`config.mk`:
```
export PLATFORM = sky130hd
export DESIGN_NAME = pixel_stream_receiver
export DESIGN_NICKNAME = d
export VERILOG_FILES = /design/src/rtl/pixel_stream_receiver.sv
export SDC_FILE = /design/constraint.sdc
export NUM_CORES = 1
export LEC_CHECK = 0
export ABC_CLOCK_PERIOD_IN_PS = 4600
export BUFFER_PORTS_ARGS = -buffer_cell sky130_fd_sc_hd__buf_4
export CAP_MARGIN = 15
export CORE_MARGIN = 2
export CORE_UTILIZATION = 60
export CTS_BUF_LIST = sky130_fd_sc_hd__clkbuf_8
export DETAILED_ROUTE_END_ITERATION = 7
export PLACE_DENSITY = 0.79
export SLEW_MARGIN = 20
export SYNTH_ARGS = -nofsm -noshare
export SYNTH_HDL_FRONTEND = slang
export SYNTH_SLANG_ARGS = --single-unit
export TNS_END_PERCENT = 50
```
`constraint.sdc`:
```
create_clock -name output_clk -period 4.6 [get_ports output_clk]
set_input_delay 0.92 -clock output_clk [delete_from_list [all_inputs] [get_ports output_clk]]
set_output_delay 0.92 -clock output_clk [all_outputs]
set_load 0.1 [all_outputs]
```
`src/rtl/pixel_stream_receiver.sv`:
```
// -----------------------------------------------------------------------------
// pixel_stream_receiver
//
// Accepts multi-pixel beats from a sensor bus, buffers them in a small beat
// FIFO and serialises them into a one-pixel-per-transfer valid/ready stream.
// Each output pixel is tagged with its raster position and with start-of-frame,
// end-of-line and end-of-frame markers. Beats arriving while the FIFO is full
// are dropped. The number of beats received between sensor end-of-frame
// markers is checked against the expected frame size.
//
// Ports
//   output_clk      in   sole clock, rising edge
//   reset           in   synchronous, active-low
//   in_valid        in   in_data carries a beat this cycle
//   in_data         in   BUS_WIDTH pixels, lane 0 (lowest bits) = lowest column
//   frame_finished  in   sensor end-of-frame marker; falling edge closes a frame
//   out_valid       out  out_pixel and tags are valid
//   out_ready       in   downstream accepts; transfer = out_valid && out_ready
//   out_pixel       out  pixel value
//   out_col/out_row out  raster position of out_pixel
//   out_sof         out  first pixel of frame
//   out_eol         out  last pixel of row
//   out_eof         out  last pixel of frame
//   overflow        out  sticky: a beat was dropped on a full FIFO
//   frame_error     out  sticky: a frame closed with the wrong beat count
//   frame_count     out  completed output frames, modulo 2^16
// -----------------------------------------------------------------------------
module pixel_stream_receiver #(
    parameter int PIXEL_BITS   = 8,
    parameter int BUS_WIDTH    = 4,
    parameter int ARRAY_WIDTH  = 8,  // multiple of BUS_WIDTH
    parameter int ARRAY_HEIGHT = 8,
    parameter int FIFO_DEPTH   = 4   // power of two, at least 2
) (
    input  logic                            output_clk,
    input  logic                            reset,
    input  logic                            in_valid,
    input  logic [BUS_WIDTH*PIXEL_BITS-1:0] in_data,
    input  logic                            frame_finished,
    output logic                            out_valid,
    input  logic                            out_ready,
    output logic [PIXEL_BITS-1:0]           out_pixel,
    output logic [$clog2(ARRAY_WIDTH)-1:0]  out_col,
    output logic [$clog2(ARRAY_HEIGHT)-1:0] out_row,
    output logic                            out_sof,
    output logic                            out_eol,
    output logic                            out_eof,
    output logic                            overflow,
    output logic                            frame_error,
    output logic [15:0]                     frame_count
);

    localparam int BEAT_W          = BUS_WIDTH * PIXEL_BITS;
    localparam int PTR_W           = $clog2(FIFO_DEPTH);
    localparam int CNT_W           = PTR_W + 1;
    localparam int LANE_W          = (BUS_WIDTH > 1) ? $clog2(BUS_WIDTH) : 1;
    localparam int COL_W           = $clog2(ARRAY_WIDTH);
    localparam int ROW_W           = $clog2(ARRAY_HEIGHT);
    localparam int BEATS_PER_FRAME = ARRAY_WIDTH * ARRAY_HEIGHT / BUS_WIDTH;
    // One spare bit so the saturating counter can never alias the frame size.
    localparam int BEAT_CNT_W      = $clog2(BEATS_PER_FRAME + 1) + 1;
    localparam int CLOSE_W         = BEAT_CNT_W + 1;

    localparam logic [LANE_W-1:0]  LAST_LANE   = LANE_W'(BUS_WIDTH - 1);
    localparam logic [COL_W-1:0]   LAST_COL    = COL_W'(ARRAY_WIDTH - 1);
    localparam logic [ROW_W-1:0]   LAST_ROW    = ROW_W'(ARRAY_HEIGHT - 1);
    localparam logic [CNT_W-1:0]   FULL_CNT    = CNT_W'(FIFO_DEPTH);
    localparam logic [CLOSE_W-1:0] FRAME_BEATS = CLOSE_W'(BEATS_PER_FRAME);

    typedef enum logic [0:0] {
        IDLE   = 1'b0,  // FIFO empty, nothing to present
        STREAM = 1'b1   // FIFO holds at least one beat, head pixel presented
    } state_t;

    state_t state_q, state_d;

    logic [BEAT_W-1:0]     mem [FIFO_DEPTH];
    logic [PTR_W-1:0]      wr_ptr_q, rd_ptr_q;
    logic [CNT_W-1:0]      fifo_count_q, fifo_count_d;
    logic [LANE_W-1:0]     lane_idx_q;
    logic [COL_W-1:0]      col_q;
    logic [ROW_W-1:0]      row_q;
    logic [BEAT_CNT_W-1:0] beat_count_q;
    logic                  frame_finished_q;
    logic                  resync_pending_q;

    logic                  full, xfer, last_lane, pop, wr_en, drop;
    logic                  frame_fall, frame_err_event, resync_req, at_boundary;
    logic [CLOSE_W-1:0]    closing_count;
    logic [BEAT_W-1:0]     head_beat;
    logic                  col_last, row_last;

    // -------------------------------------------------------------------------
    // FIFO handshake
    // -------------------------------------------------------------------------
    assign full      = (fifo_count_q == FULL_CNT);
    assign xfer      = out_valid && out_ready;
    assign last_lane = (lane_idx_q == LAST_LANE);
    assign pop       = xfer && last_lane;
    // A pop frees the slot in the same cycle, so a full FIFO can still accept.
    assign wr_en     = in_valid && (!full || pop);
    assign drop      = in_valid && full && !pop;

    assign fifo_count_d = fifo_count_q + CNT_W'(wr_en) - CNT_W'(pop);

    // -------------------------------------------------------------------------
    // Frame-size check: a beat accepted on the closing edge still belongs to
    // the frame being closed.
    // -------------------------------------------------------------------------
    assign frame_fall      = frame_finished_q && !frame_finished;
    assign closing_count   = {1'b0, beat_count_q} + CLOSE_W'(wr_en);
    assign frame_err_event = frame_fall && (closing_count != FRAME_BEATS);

    // Position counters are only rewritten between beats so that a stalled
    // pixel never changes its tags. With no pixel presented the lane index is
    // necessarily 0, which is also a beat boundary.
    assign resync_req  = resync_pending_q || frame_err_event;
    assign at_boundary = pop || !out_valid;

    // -------------------------------------------------------------------------
    // State machine: the registered state mirrors FIFO occupancy, so a beat
    // written into an empty FIFO is presented on the following cycle.
    // -------------------------------------------------------------------------
    always_ff @(posedge output_clk) begin
        // NOTE: every register is updated with <= so all flops sample the
        // pre-edge values of each other, independent of statement order.
        if (!reset) begin
            state_q <= IDLE;
        end else begin
            state_q <= state_d;
        end
    end

    always_comb begin
        // NOTE: defaulting state_d before the case keeps every path assigned,
        // so no latch is inferred.
        state_d = state_q;
        case (state_q)
            IDLE:    if (fifo_count_d != '0) state_d = STREAM;
            STREAM:  if (fifo_count_d == '0) state_d = IDLE;
            default: state_d = IDLE;
        endcase
    end

    assign out_valid = (state_q == STREAM);

    // -------------------------------------------------------------------------
    // Beat storage
    // -------------------------------------------------------------------------
    always_ff @(posedge output_clk) begin
        // NOTE: the storage array is deliberately left out of reset; the
        // pointers and occupancy count define which entries are meaningful.
        if (wr_en) begin
            mem[wr_ptr_q] <= in_data;
        end
    end

    assign head_beat = mem[rd_ptr_q];

    // -------------------------------------------------------------------------
    // Control and status registers
    // -------------------------------------------------------------------------
    always_ff @(posedge output_clk) begin
        if (!reset) begin
            wr_ptr_q         <= '0;
            rd_ptr_q         <= '0;
            fifo_count_q     <= '0;
            lane_idx_q       <= '0;
            col_q            <= '0;
            row_q            <= '0;
            beat_count_q     <= '0;
            frame_finished_q <= 1'b0;
            resync_pending_q <= 1'b0;
            overflow         <= 1'b0;
            frame_error      <= 1'b0;
            frame_count      <= '0;
        end else begin
            fifo_count_q     <= fifo_count_d;
            frame_finished_q <= frame_finished;

            if (wr_en) wr_ptr_q <= wr_ptr_q + PTR_W'(1);
            if (pop)   rd_ptr_q <= rd_ptr_q + PTR_W'(1);
            if (drop)  overflow <= 1'b1;

            if (xfer) begin
                lane_idx_q <= last_lane ? '0 : lane_idx_q + LANE_W'(1);
            end

            // Saturate rather than wrap so a runaway frame cannot pass the check.
            if (frame_fall) begin
                beat_count_q <= '0;
            end else if (wr_en && !(&beat_count_q)) begin
                beat_count_q <= beat_count_q + BEAT_CNT_W'(1);
            end

            if (frame_err_event) frame_error <= 1'b1;

            if (resync_req && at_boundary) begin
                col_q            <= '0;
                row_q            <= '0;
                resync_pending_q <= 1'b0;
            end else begin
                if (frame_err_event) resync_pending_q <= 1'b1;
                if (xfer) begin
                    if (col_last) begin
                        col_q <= '0;
                        row_q <= row_last ? '0 : row_q + ROW_W'(1);
                    end else begin
                        col_q <= col_q + COL_W'(1);
                    end
                end
            end

            if (xfer && out_eof) frame_count <= frame_count + 16'd1;
        end
    end

    // -------------------------------------------------------------------------
    // Output pixel and tags, forced to zero while nothing is presented
    // -------------------------------------------------------------------------
    assign col_last  = (col_q == LAST_COL);
    assign row_last  = (row_q == LAST_ROW);

    assign out_pixel = out_valid ? head_beat[lane_idx_q*PIXEL_BITS +: PIXEL_BITS] : '0;
    assign out_col   = out_valid ? col_q : '0;
    assign out_row   = out_valid ? row_q : '0;
    assign out_sof   = out_valid && (col_q == '0) && (row_q == '0);
    assign out_eol   = out_valid && col_last;
    assign out_eof   = out_eol && row_last;

endmodule

```
## Yosys cells after proc, flatten, opt, wreduce, memory -nomap -nowiden

Memories as Yosys holds them, arrays and structs flattened. A register that Yosys moved wholly into a read port is not among the register bits.
Index checks and enable logic that the tools add are counted.

| storage, ports and cells | value |
|---|---|
| bits in registers | 42 |
| latch bits | 0 |
| bits in writable memories | 128 |
| bits in read-only memories | 0 |
| output and inout bits | 36 |
| memories kept | 1 |

Memories:

| memory | depth | width | read ports | clocked after memory_dff | write ports | RTL line | RTL |
|---|---|---|---|---|---|---|---|
| mem | 4 | 32 | 1 | 1 | 1 | 77 | `logic [BEAT_W-1:0] mem [FIFO_DEPTH];` |

| operators by class | value |
|---|---|
| add/sub/neg operators | 10 |
| $mul | 0 |
| divide/modulo/power cells | 0 |
| order comparisons | 0 |
| equal/unequal tests | 5 |
| shift-type cells | 1 |
| multiplexer cells | 13 |
| bitwise gates (word level) | 2 |
| reductions and logical operators | 30 |

Operators by type and width:

| operator | number |
|---|---|
| 32-bit by 6-bit variable part select with 8-bit output | 1 |
| 16-bit by 1-bit adder with 16-bit output, second input constant | 1 |
| 1-bit logical AND | 14 |
| 3-bit 2-to-1 mux | 4 |
| 3-bit equality test, second input constant | 3 |
| 3-bit logical NOT | 3 |
| 8-bit 2-to-1 mux | 1 |
| 6-bit by 1-bit adder with 7-bit output | 1 |
| 7-bit by 5-bit inequality test with 1-bit output, second input constant | 1 |
| 2-bit by 1-bit adder with 2-bit output, second input constant | 3 |
| 3-bit by 1-bit adder with 3-bit output, second input constant | 2 |
| 6-bit by 1-bit adder with 6-bit output, second input constant | 1 |
| 2-bit 2-to-1 mux | 3 |
| 6-bit AND reduction | 1 |
| 1-bit logical NOT | 5 |
| 1-bit 2-to-1 mux | 4 |
| 2-bit OR reduction | 2 |
| 3-bit by 1-bit adder with 3-bit output | 1 |
| 1-bit logical OR | 3 |
| 3-bit nonzero test | 1 |
| 3-bit by 1-bit subtractor with 3-bit output | 1 |
| 2-bit equality test, second input constant | 1 |
| 1-bit NOT | 2 |
| 1-bit case mux with 2 select lines | 1 |
| 2-bit AND reduction | 1 |

## Depth between registers and ports, before layout

Gate-level depths: netlist of run 1.

| logic depth | value |
|---|---|
| depth in word-level cells | 10 |
| mapped depth | 13 |
| gate-level depth less buffers | 12 |

## Worst setup path before layout of run 1

No wires, ideal clock.

| timing | value |
|---|---|
| path type | reg-to-output |
| from | register state_q, in the netlist out_valid |
| to | output port out_pixel[0] |
| arrival | 4000 ps |
| data required time | 3680 ps |
| slack | -320 ps |
| stages on the path, launching flop included | 5 |
| cell sequence | dfxtp_1 > buf_2 > clkbuf_1 > nand2_1 > o32ai_1 |

| between the ends | value |
|---|---|
| word-level cells in the longest chain between the ends | 1 |

RTL lines:

| item | RTL line | RTL |
|---|---|---|
| from (decl) | 75 | `state_t state_q, state_d;` |
| from (signal assigned) | 130 | `state_q <= state_d;` |
| 8-bit 2-to-1 mux | 224 | `assign out_pixel = out_valid ? head_beat[lane_idx_q*PIXEL_BITS +: PIXEL_BITS] : '0;` |
| to (decl) | 42 | `output logic [PIXEL_BITS-1:0] out_pixel,` |

Every way passes these cells.

==> out/results.txt, run 1 <==
outcome = finished, violations left
failing checks = DRC
final non-filler cell area = 8240 um2
synthesized instance count = 465
endpoints failing hold = 0
fin nets = 597
Reg2Reg Depth = 10
Placed Cells = 666
total of fill cells in the finished design = 759
post-route ant nets = 0
vias in the first global route = 4391
DRC viols = 4
Hold Path Stages = 2
Crit-path slowest cell = dfxtp_2
Layout area overhead = 15.5%
Site Rows = 39
die span in y = 113 um
final WL = 13000 um
full die area = 12800 um2
post-CTS resize count = 0
multi-input logic area = 2250 um2
Post-CTS Setup Bufs = 0
Power Density = 448 nW/um2
maximum VDD drop = 0.251 mV
top-area cell type share of the netlist area = 0.539
Clock Skews = 10.6 ps
CP Launch Type = flop
Mapped Area = 7130 um2
DP HPWL = 8590 um
Setup-failing EPs final = 0
worst hold margin = 487 ps
Vias/cell = 5.89
hold_buf cts = 0
Worst EP arrival = 2640 ps
layout cells sized above 1 = 0.267
Worst R2R End = col_q[1]
drt wl/cell = 18.7 um
initial antenna violation count = 0
storage element area = 4730 um2
Detailed Routing Iterations Pass 1 = 6
Avg Cell Area, Syn = 15.3 um2
Post-synth EDFFs = 128
DP Area = 7810 um2
Yosys reg bits = 172
synth warn = 0
DP Worst Slack = 749 ps
Post-Syn Nets = 520
vias = 4112
CTS Sinks = 172
most frequent cells in the layout = edfxtp_1, buf_4, dfxtp_1
CP Cell Sequence = mux4_2 -> o32ai_1 -> buf_4
largest net degree at the start of global routing = 32
fin crit period = 3560 ps
area of the core = 11500 um2
Synth cell types = 48
gr usage total = 0.220
global-route wire length before repair = 21400 um
Slew Viols, Final = 0
number of buffers created by CTS = 17
final core utilization = 0.715
TritonCTS clock tree = built
overall power = 3.69 mW
Worst Setup End Kind = primary output
1st-iter DRT viols = 329
Worst EP required = 3680 ps
leakage = 2.92 nW
min-delay src = frame_count[15]
crit-path max FO = 21
CTS max path bufs = 2
setup ws final = 1040 ps
Fin Setup TNS = 0 ps
root buffer cell = clkbuf_8
Slew HR = 0.467
post-route clock period utilization = 0.774
Critical Path Max Stage Delay = 820 ps
Hold Crit Class = flop to flop
maxcap violations = 0
Peak Freq = 0.281 GHz
Die W = 113 um
Clk Latency, worst-skew pair = 460 ps
Worst R2R Setup Slack = 1160 ps
reg-to-reg critical path startpoint = lane_idx_q[1]
I/O Buffers = 72
commonest non-fill, non-tap cell in the layout = edfxtp_1
hold endpoint = frame_count[15]
clock-pin slew on the worst setup and hold paths = 80 ps
I/O pins = 73
total grt overflow = 0
Worst Tran Pin Value = 794 ps
biggest area consumer among synthesized cells = edfxtp_1
largest cells by area after synthesis = edfxtp_1, dfxtp_1, mux4_2
Initial Utilization = 0.619
gpl congestion = 0.772
Synth async-reset ratio = 0
RSZ-0062 raised after global routing = no
Setup CP Type = flop to primary output
Seq/Total Area, Yosys = 0.663
fin cells = 698
Synth Flop Type = edfxtp_1
H-tree depth = 4
ANT cells = 0
[synthesized netlist by cell type (all sizes together), types with 2 or more instances]
cell / instances
edfxtp: 128
dfxtp: 44
a21oi: 36
mux4: 32
nor2: 28
mux2i: 20
ha: 17
nand2: 17
buf: 15
and2: 14
inv: 12
nand3: 11
xnor2: 8
xor2: 8
and3: 6
clkbuf: 6
nand4: 6
o21ai: 6
nor3: 5
o22ai: 5
nand2b: 4
nor2b: 4
nor3b: 4
o31ai: 3
o32ai: 3
or3: 3
or4: 3
nor4: 2
[area by class of cell]
cell class                      instances  share of cell area
Sequential cell                       172               0.574
Multi-Input combinational cell        259               0.273
Timing Repair Buffer                   79              0.0735
Clock buffer                           17              0.0284
Clock inverter                         15              0.0240
Tap cell                              143              0.0217
Inverter                               13             0.00592
[how the worst max path moves through the flow]
| stage | startpoint | endpoint | slack (ps) | cells after the start |
|---|---|---|---|---|
| CTS | flop | out_pixel[4] | 950 | 5 |
| finish | flop | out_pixel[0] | 1040 | 3 |
| floorplan | out_valid | out_pixel[0] | -320 | 4 |
| global route | flop | out_pixel[4] | 770 | 5 |
| detailed placement | out_ready | col_q[1] | 750 | 10 |
| global placement | out_ready | col_q[1] | 860 | 10 |
[cell families after synthesis]
group | after synthesis | share of synthesized area
mux | 52 | 0.129
simple gates | 113 | 0.0844
flops | 172 | 0.663
xor+xnor | 16 | 0.0197
fa+ha+maj | 18 | 0.0326
compound gates | 60 | 0.0493
buf+inv | 34 | 0.0223
[layer usage]
| layer | vias up | global-route usage | part of all wire |
|---|---|---|---|
| met5 | - | 0 | 0 |
| met4 | 0 | 0.0911 | 0.017 |
| met3 | 18 | 0.0471 | 0.062 |
| met2 | 124 | 0.374 | 0.52 |
| met1 | 2027 | 0.278 | 0.41 |
| li1 | 1943 | - | - |
[sequential cells by signal, indices dropped and copies added (netlist names), 2 cells and up, named ones only]
| register | cells |
|---|---|
| mem | 128 |
| lane_idx_q | 2 |
| col_q | 3 |
| beat_count_q | 6 |
| frame_count | 16 |
| wr_ptr_q | 2 |
| fifo_count_q | 3 |
| rd_ptr_q | 2 |
| row_q | 3 |
[power by group]
part           switching (mW)  internal (mW)  total [mW]
clock                   0.530          0.591        1.12
sequential             0.0594           1.81        1.87
combinational           0.475          0.217       0.693
total                    1.06           2.62        3.69
[critical path, delay by kind of cell (launching register included)]
family                 cells  cell delay [ps]
flip-flops                 1              820
buffers and inverters      1              360
AO/OA/AOI/OAI              1              390
multiplexers               1              590
(Power assumes the default switching activity.)
==> run 2, diff against run 1 <==
- ABC_AREA: not set -> 1
- ABC_CLOCK_PERIOD_IN_PS: 4600 -> 3200
- CORE_UTILIZATION: 60 -> 55
- PLACE_DENSITY: 0.79 -> 0.76
- clock period: 4.6 -> 3.2 ns (I/O delays scaled with it)
==> out/results.txt, run 2 <==
Hold Path Stages = 3
CP Cell Sequence = buf_4 -> buf_4 -> o21ai_0 -> o221ai_1 -> nand3_1 -> a21oi_1 -> buf_4
WP buf/inv = 3
gpl congestion = 0.890
CP Depth = 7
worst hold margin = 389 ps
Setup CP Type = flop to primary output
setup ws final = 248 ps
Synth cell types = 36
commonest non-fill, non-tap cell in the layout = edfxtp_1
count leader, synth = edfxtp_1
Crit-path slowest cell = buf_4
maxcap violations = 0
Worst R2R End = row_q[1]
Die W = 119 um
post-route clock period utilization = 0.923
Worst Setup End Kind = primary output
I/O pins = 73
maximum VDD drop = 0.434 mV
layout cells sized above 1 = 0.182
Slew HR = 0.621
top flop regs = mem: 128 flops, frame_count: 16 flops, beat_count_q: 6 flops
DP HPWL = 9700 um
largest cells by area after synthesis = edfxtp_1, dfxtp_1, nor2_1
outcome = completed
RSZ-0062 raised after global routing = no
ANT cells = 0
synth warn = 0
vias = 5195
crit-path max FO = 19
Vias/cell = 5.52
Power Density = 614 nW/um2
biggest area consumer among synthesized cells = edfxtp_1
Slew Viols, Final = 0
largest reg by FF count = mem
max FFs per register = 128
min-delay src = frame_finished
CTS Sinks = 172
DRC viols = 0
drt wl/cell = 16.3 um
post-route ant nets = 0
Post-synth EDFFs = 128
hold_buf cts = 0
Synth async-reset ratio = 0
Worst R2R Setup Slack = 780 ps
CP Launch Type = flop
fin nets = 807
post-CTS resize count = 0
most frequent cells in the layout = edfxtp_1, nor2_1, buf_4
Post-Syn Nets = 731
gr usage total = 0.224
Worst path top cell family by delay = buffers and inverters
Synth Area in Simple Gates = 0.134
I/O Buffers = 72
number of buffers created by CTS = 17
root buffer cell = clkbuf_8
Clk Latency, worst-skew pair = 440 ps
full die area = 14200 um2
Peak Freq = 0.339 GHz
fin crit period = 2950 ps
Mapped Area = 7300 um2
mux contribution to synthesized area = 0.00292
Critical Path Max Stage Delay = 330 ps
Setup-failing EPs final = 0
Worst EP arrival = 2310 ps
Worst Tran Pin Value = 568 ps
CTS max path bufs = 2
hold endpoint = frame_finished_q
H-tree depth = 4
Layout area overhead = 15.9%
Detailed Routing Iterations Pass 1 = 6
Worst EP required = 2560 ps
Clock Skews = 12.1 ps
largest net degree at the start of global routing = 51
cell mode on critical path = buf_4
clock-pin slew on the worst setup and hold paths = 80 ps
main combinational cell family by area after synthesis = simple AND/OR/NAND/NOR gates
leakage = 3.24 nW
endpoints failing hold = 0
Hold Crit Class = input port to flop
initial antenna violation count = 0
Post-CTS Setup Bufs = 0
global-route wire length before repair = 24700 um
total grt overflow = 0
most frequent cells after synthesis = edfxtp_1, nor2_1, o21ai_0
vias in the first global route = 5052
synthesized instance count = 676
1st-iter DRT viols = 533
reg-to-reg critical path startpoint = lane_idx_q[0]
final WL = 15300 um
overall power = 5.19 mW
Site Rows = 42
die span in y = 119 um
Yosys reg bits = 172
Avg Cell Area, Syn = 10.8 um2
top-area cell type share of the netlist area = 0.527
area of the core = 13100 um2
Seq/Total Area, Yosys = 0.648
TritonCTS clock tree = built
xor and xnor area share after synthesis = 0.0108
Synth Flop Type = edfxtp_1
Synth Area in Compound Gates = 0.123
DP Worst Slack = 550 ps
Reg2Reg Depth = 18
Initial Utilization = 0.558
post-synthesis adder-cell area fraction = 0.0319
[run 2: area by class of cell]
cell class | instances | area (um2)
Multi-Input combinational cell | 411 | 2220
Clock inverter | 14 | 116
Timing Repair Buffer | 87 | 682
Tap cell | 176 | 220
Fill cell | 994 | 4630
Clock buffer | 18 | 248
Inverter | 63 | 236
Sequential cell | 172 | 4730
[run 2: cells by family (layout without fill, tap and decap cells)]
group,count (synthesis),count (layout)
AO/OA/AOI/OAI,156,156
XOR/XNOR,9,9
adder cells (fa/ha/maj),18,18
buffers and inverters,93,182
flip-flops,172,172
multiplexers,2,2
AND/OR/NAND/NOR,226,226
[run 2: how the worst max path moves through the flow]
stage / from / to / slack [ps]
floorplan: out_valid / out_pixel[0] / -450
global placement: out_ready / row_q[1] / 620
detailed placement: out_ready / col_q[1] / 550
CTS: flop / out_pixel[6] / 150
global route: flop / out_pixel[6] / 70
finish: flop / out_pixel[6] / 250
[run 2: per-layer routing]
layer | GRT usage | routed length [um] | up-vias
met1 | 0.286 | 6240 | 2484
met3 | 0.0522 | 1030 | 16
met5 | 0 | 0 | -
met2 | 0.380 | 7850 | 188
li1 | - | - | 2507
met4 | 0.0714 | 173 | 0
[run 2: metrics by stage]
| step | instance area, um2 | cells | TNS (ps) | utilization |
|---|---|---|---|---|
| after floorplan | 7310 | 676 | -22010 | - |
| after global placement | 8090 | 909 | 0 | 0.618 |
| after detailed placement | 8090 | 909 | 0 | 0.618 |
| after CTS | 8450 | 941 | 0 | 0.646 |
| after global routing | 8450 | 941 | 0 | 0.646 |
| final | 8450 | 941 | 0 | 0.646 |
[run 2: tightest hold or removal path: stages]
cell     delay, ps
buf_4           80
nand2_1         40
inv_1           40
[run 2: where the power goes]
group | internal (mW) | switching [mW]
clock network | 0.691 | 0.703
logic | 0.278 | 0.845
registers | 2.61 | 0.0624
==> run 3, diff against run 2 <==
- CORE_UTILIZATION: 55 -> 40
- CTS_CLUSTER_DIAMETER: not set -> 120
- PLACE_DENSITY: 0.76 -> 0.58
==> out/results.txt, run 3 (synthesized netlist as in run 2, its figures left out) <==
RSZ-0062 raised after global routing = no
root buffer cell = clkbuf_8
Clk Latency, worst-skew pair = 460 ps
vias in the first global route = 5103
Setup-failing EPs final = 0
Die W = 139 um
total grt overflow = 0
area of the core = 17900 um2
Hold Path Stages = 3
reg-to-reg critical path startpoint = out_valid
I/O pins = 73
initial antenna violation count = 0
clock-pin slew on the worst setup and hold paths = 90 ps
CTS Sinks = 172
Worst Tran Pin Value = 520 ps
post-route clock period utilization = 0.923
fin nets = 806
endpoints failing hold = 0
die span in y = 139 um
Reg2Reg Depth = 19
DP HPWL = 10200 um
DP Area = 8130 um2
Peak Freq = 0.338 GHz
Post-CTS Setup Bufs = 0
most frequent cells in the layout = edfxtp_1, nor2_1, buf_4
setup ws final = 245 ps
Setup CP Type = flop to primary output
Slew HR = 0.654
leakage = 3.21 nW
largest net degree at the start of global routing = 45
Worst R2R Setup Slack = 710 ps
Fin Setup TNS = 0 ps
layout cells sized above 1 = 0.185
Worst EP arrival = 2310 ps
top flop regs = mem: 128 flops, frame_count: 16 flops, beat_count_q: 6 flops
DRC viols = 0
max FFs per register = 128
min-delay src = frame_finished
Worst R2R End = row_q[2]
commonest non-fill, non-tap cell in the layout = edfxtp_1
Worst EP required = 2560 ps
maxcap violations = 0
Clock Skews = 14.8 ps
Slew Viols, Final = 0
Layout area overhead = 16.8%
Hold Crit Class = input port to flop
full die area = 19300 um2
largest reg by FF count = mem
maximum VDD drop = 0.381 mV
1st-iter DRT viols = 245
vias = 5069
TritonCTS clock tree = built
hold_buf cts = 0
post-route ant nets = 0
total of fill cells in the finished design = 1673
Detailed Routing Iterations Pass 1 = 4
Worst Setup End Kind = primary output
Initial Utilization = 0.408
gr usage total = 0.172
fin crit period = 2950 ps
gpl congestion = 0.812
I/O Buffers = 72
outcome = completed
Vias/cell = 5.10
CTS max path bufs = 2
Site Rows = 49
number of buffers created by CTS = 17
DP Worst Slack = 508 ps
global-route wire length before repair = 25900 um
crit-path max FO = 32
H-tree depth = 4
worst hold margin = 374 ps
Power Density = 620 nW/um2
ANT cells = 0
final WL = 15900 um
post-CTS resize count = 0
drt wl/cell = 16.0 um
final non-filler cell area = 8520 um2
hold endpoint = frame_finished_q
CP Launch Type = flop
[run 3: cell count changes in the layout (fill, tap and decap cells not counted), moves of 2 or more]
cell	before	now
clkinv_1	1	4
clkinv_2	5	1
inv_1	63	57
inv_6	0	4
inv_8	0	2
[run 3: final cells by class]
| cell class | instances | area, um2 | share of cell area |
|---|---|---|---|
| well taps | 229 | 287 | 0.0336 |
| flip-flops and latches | 172 | 4730 | 0.554 |
| clock buffers | 17 | 234 | 0.0274 |
| repair buffers | 86 | 658 | 0.0772 |
| multi-input cells | 411 | 2220 | 0.261 |
| inverters | 63 | 236 | 0.0277 |
| clock inverters | 15 | 159 | 0.0186 |
[run 3: layer usage]
layer,share of wire,global-route usage
met1,0.43,0.212
met2,0.50,0.295
met3,0.058,0.0497
met4,0.014,0.0532
met5,0,0
[run 3: where the power goes]
group / switching (mW) / internal [mW] / total (mW) / leakage [nW]
Sequential: 0.0573 / 2.61 / 2.66 / 1.53
Combinational: 0.856 / 0.271 / 1.13 / 1.49
Clock: 0.789 / 0.706 / 1.49 / 0.198
[run 3: worst max-delay path by stage]
stage,from,depth (start not counted),slack (ps),end
global placement,out_ready,18,600,row_q[1]
global route,flop,7,50,out_pixel[2]
floorplan,out_valid,3,-450,out_pixel[0]
finish,flop,6,250,out_pixel[6]
detailed placement,out_ready,19,510,row_q[2]
CTS,flop,7,200,out_pixel[4]
[run 3: stage by stage]
stage	cells	util	total power, mW
CTS	993	0.476	5.34
floorplan	676	-	3.51
global placement	961	0.454	3.83
global route	993	0.476	5.54
detailed placement	961	0.454	3.85
finish	993	0.476	5.29
[run 3: worst max-delay path, cell delays in order, from the launching register on]
cell and delay [ps]:
dfxtp_1 350, buf_4 340, o21ai_0 140, o211ai_1 290, nand3_1 190, a21oi_1 230, buf_4 330
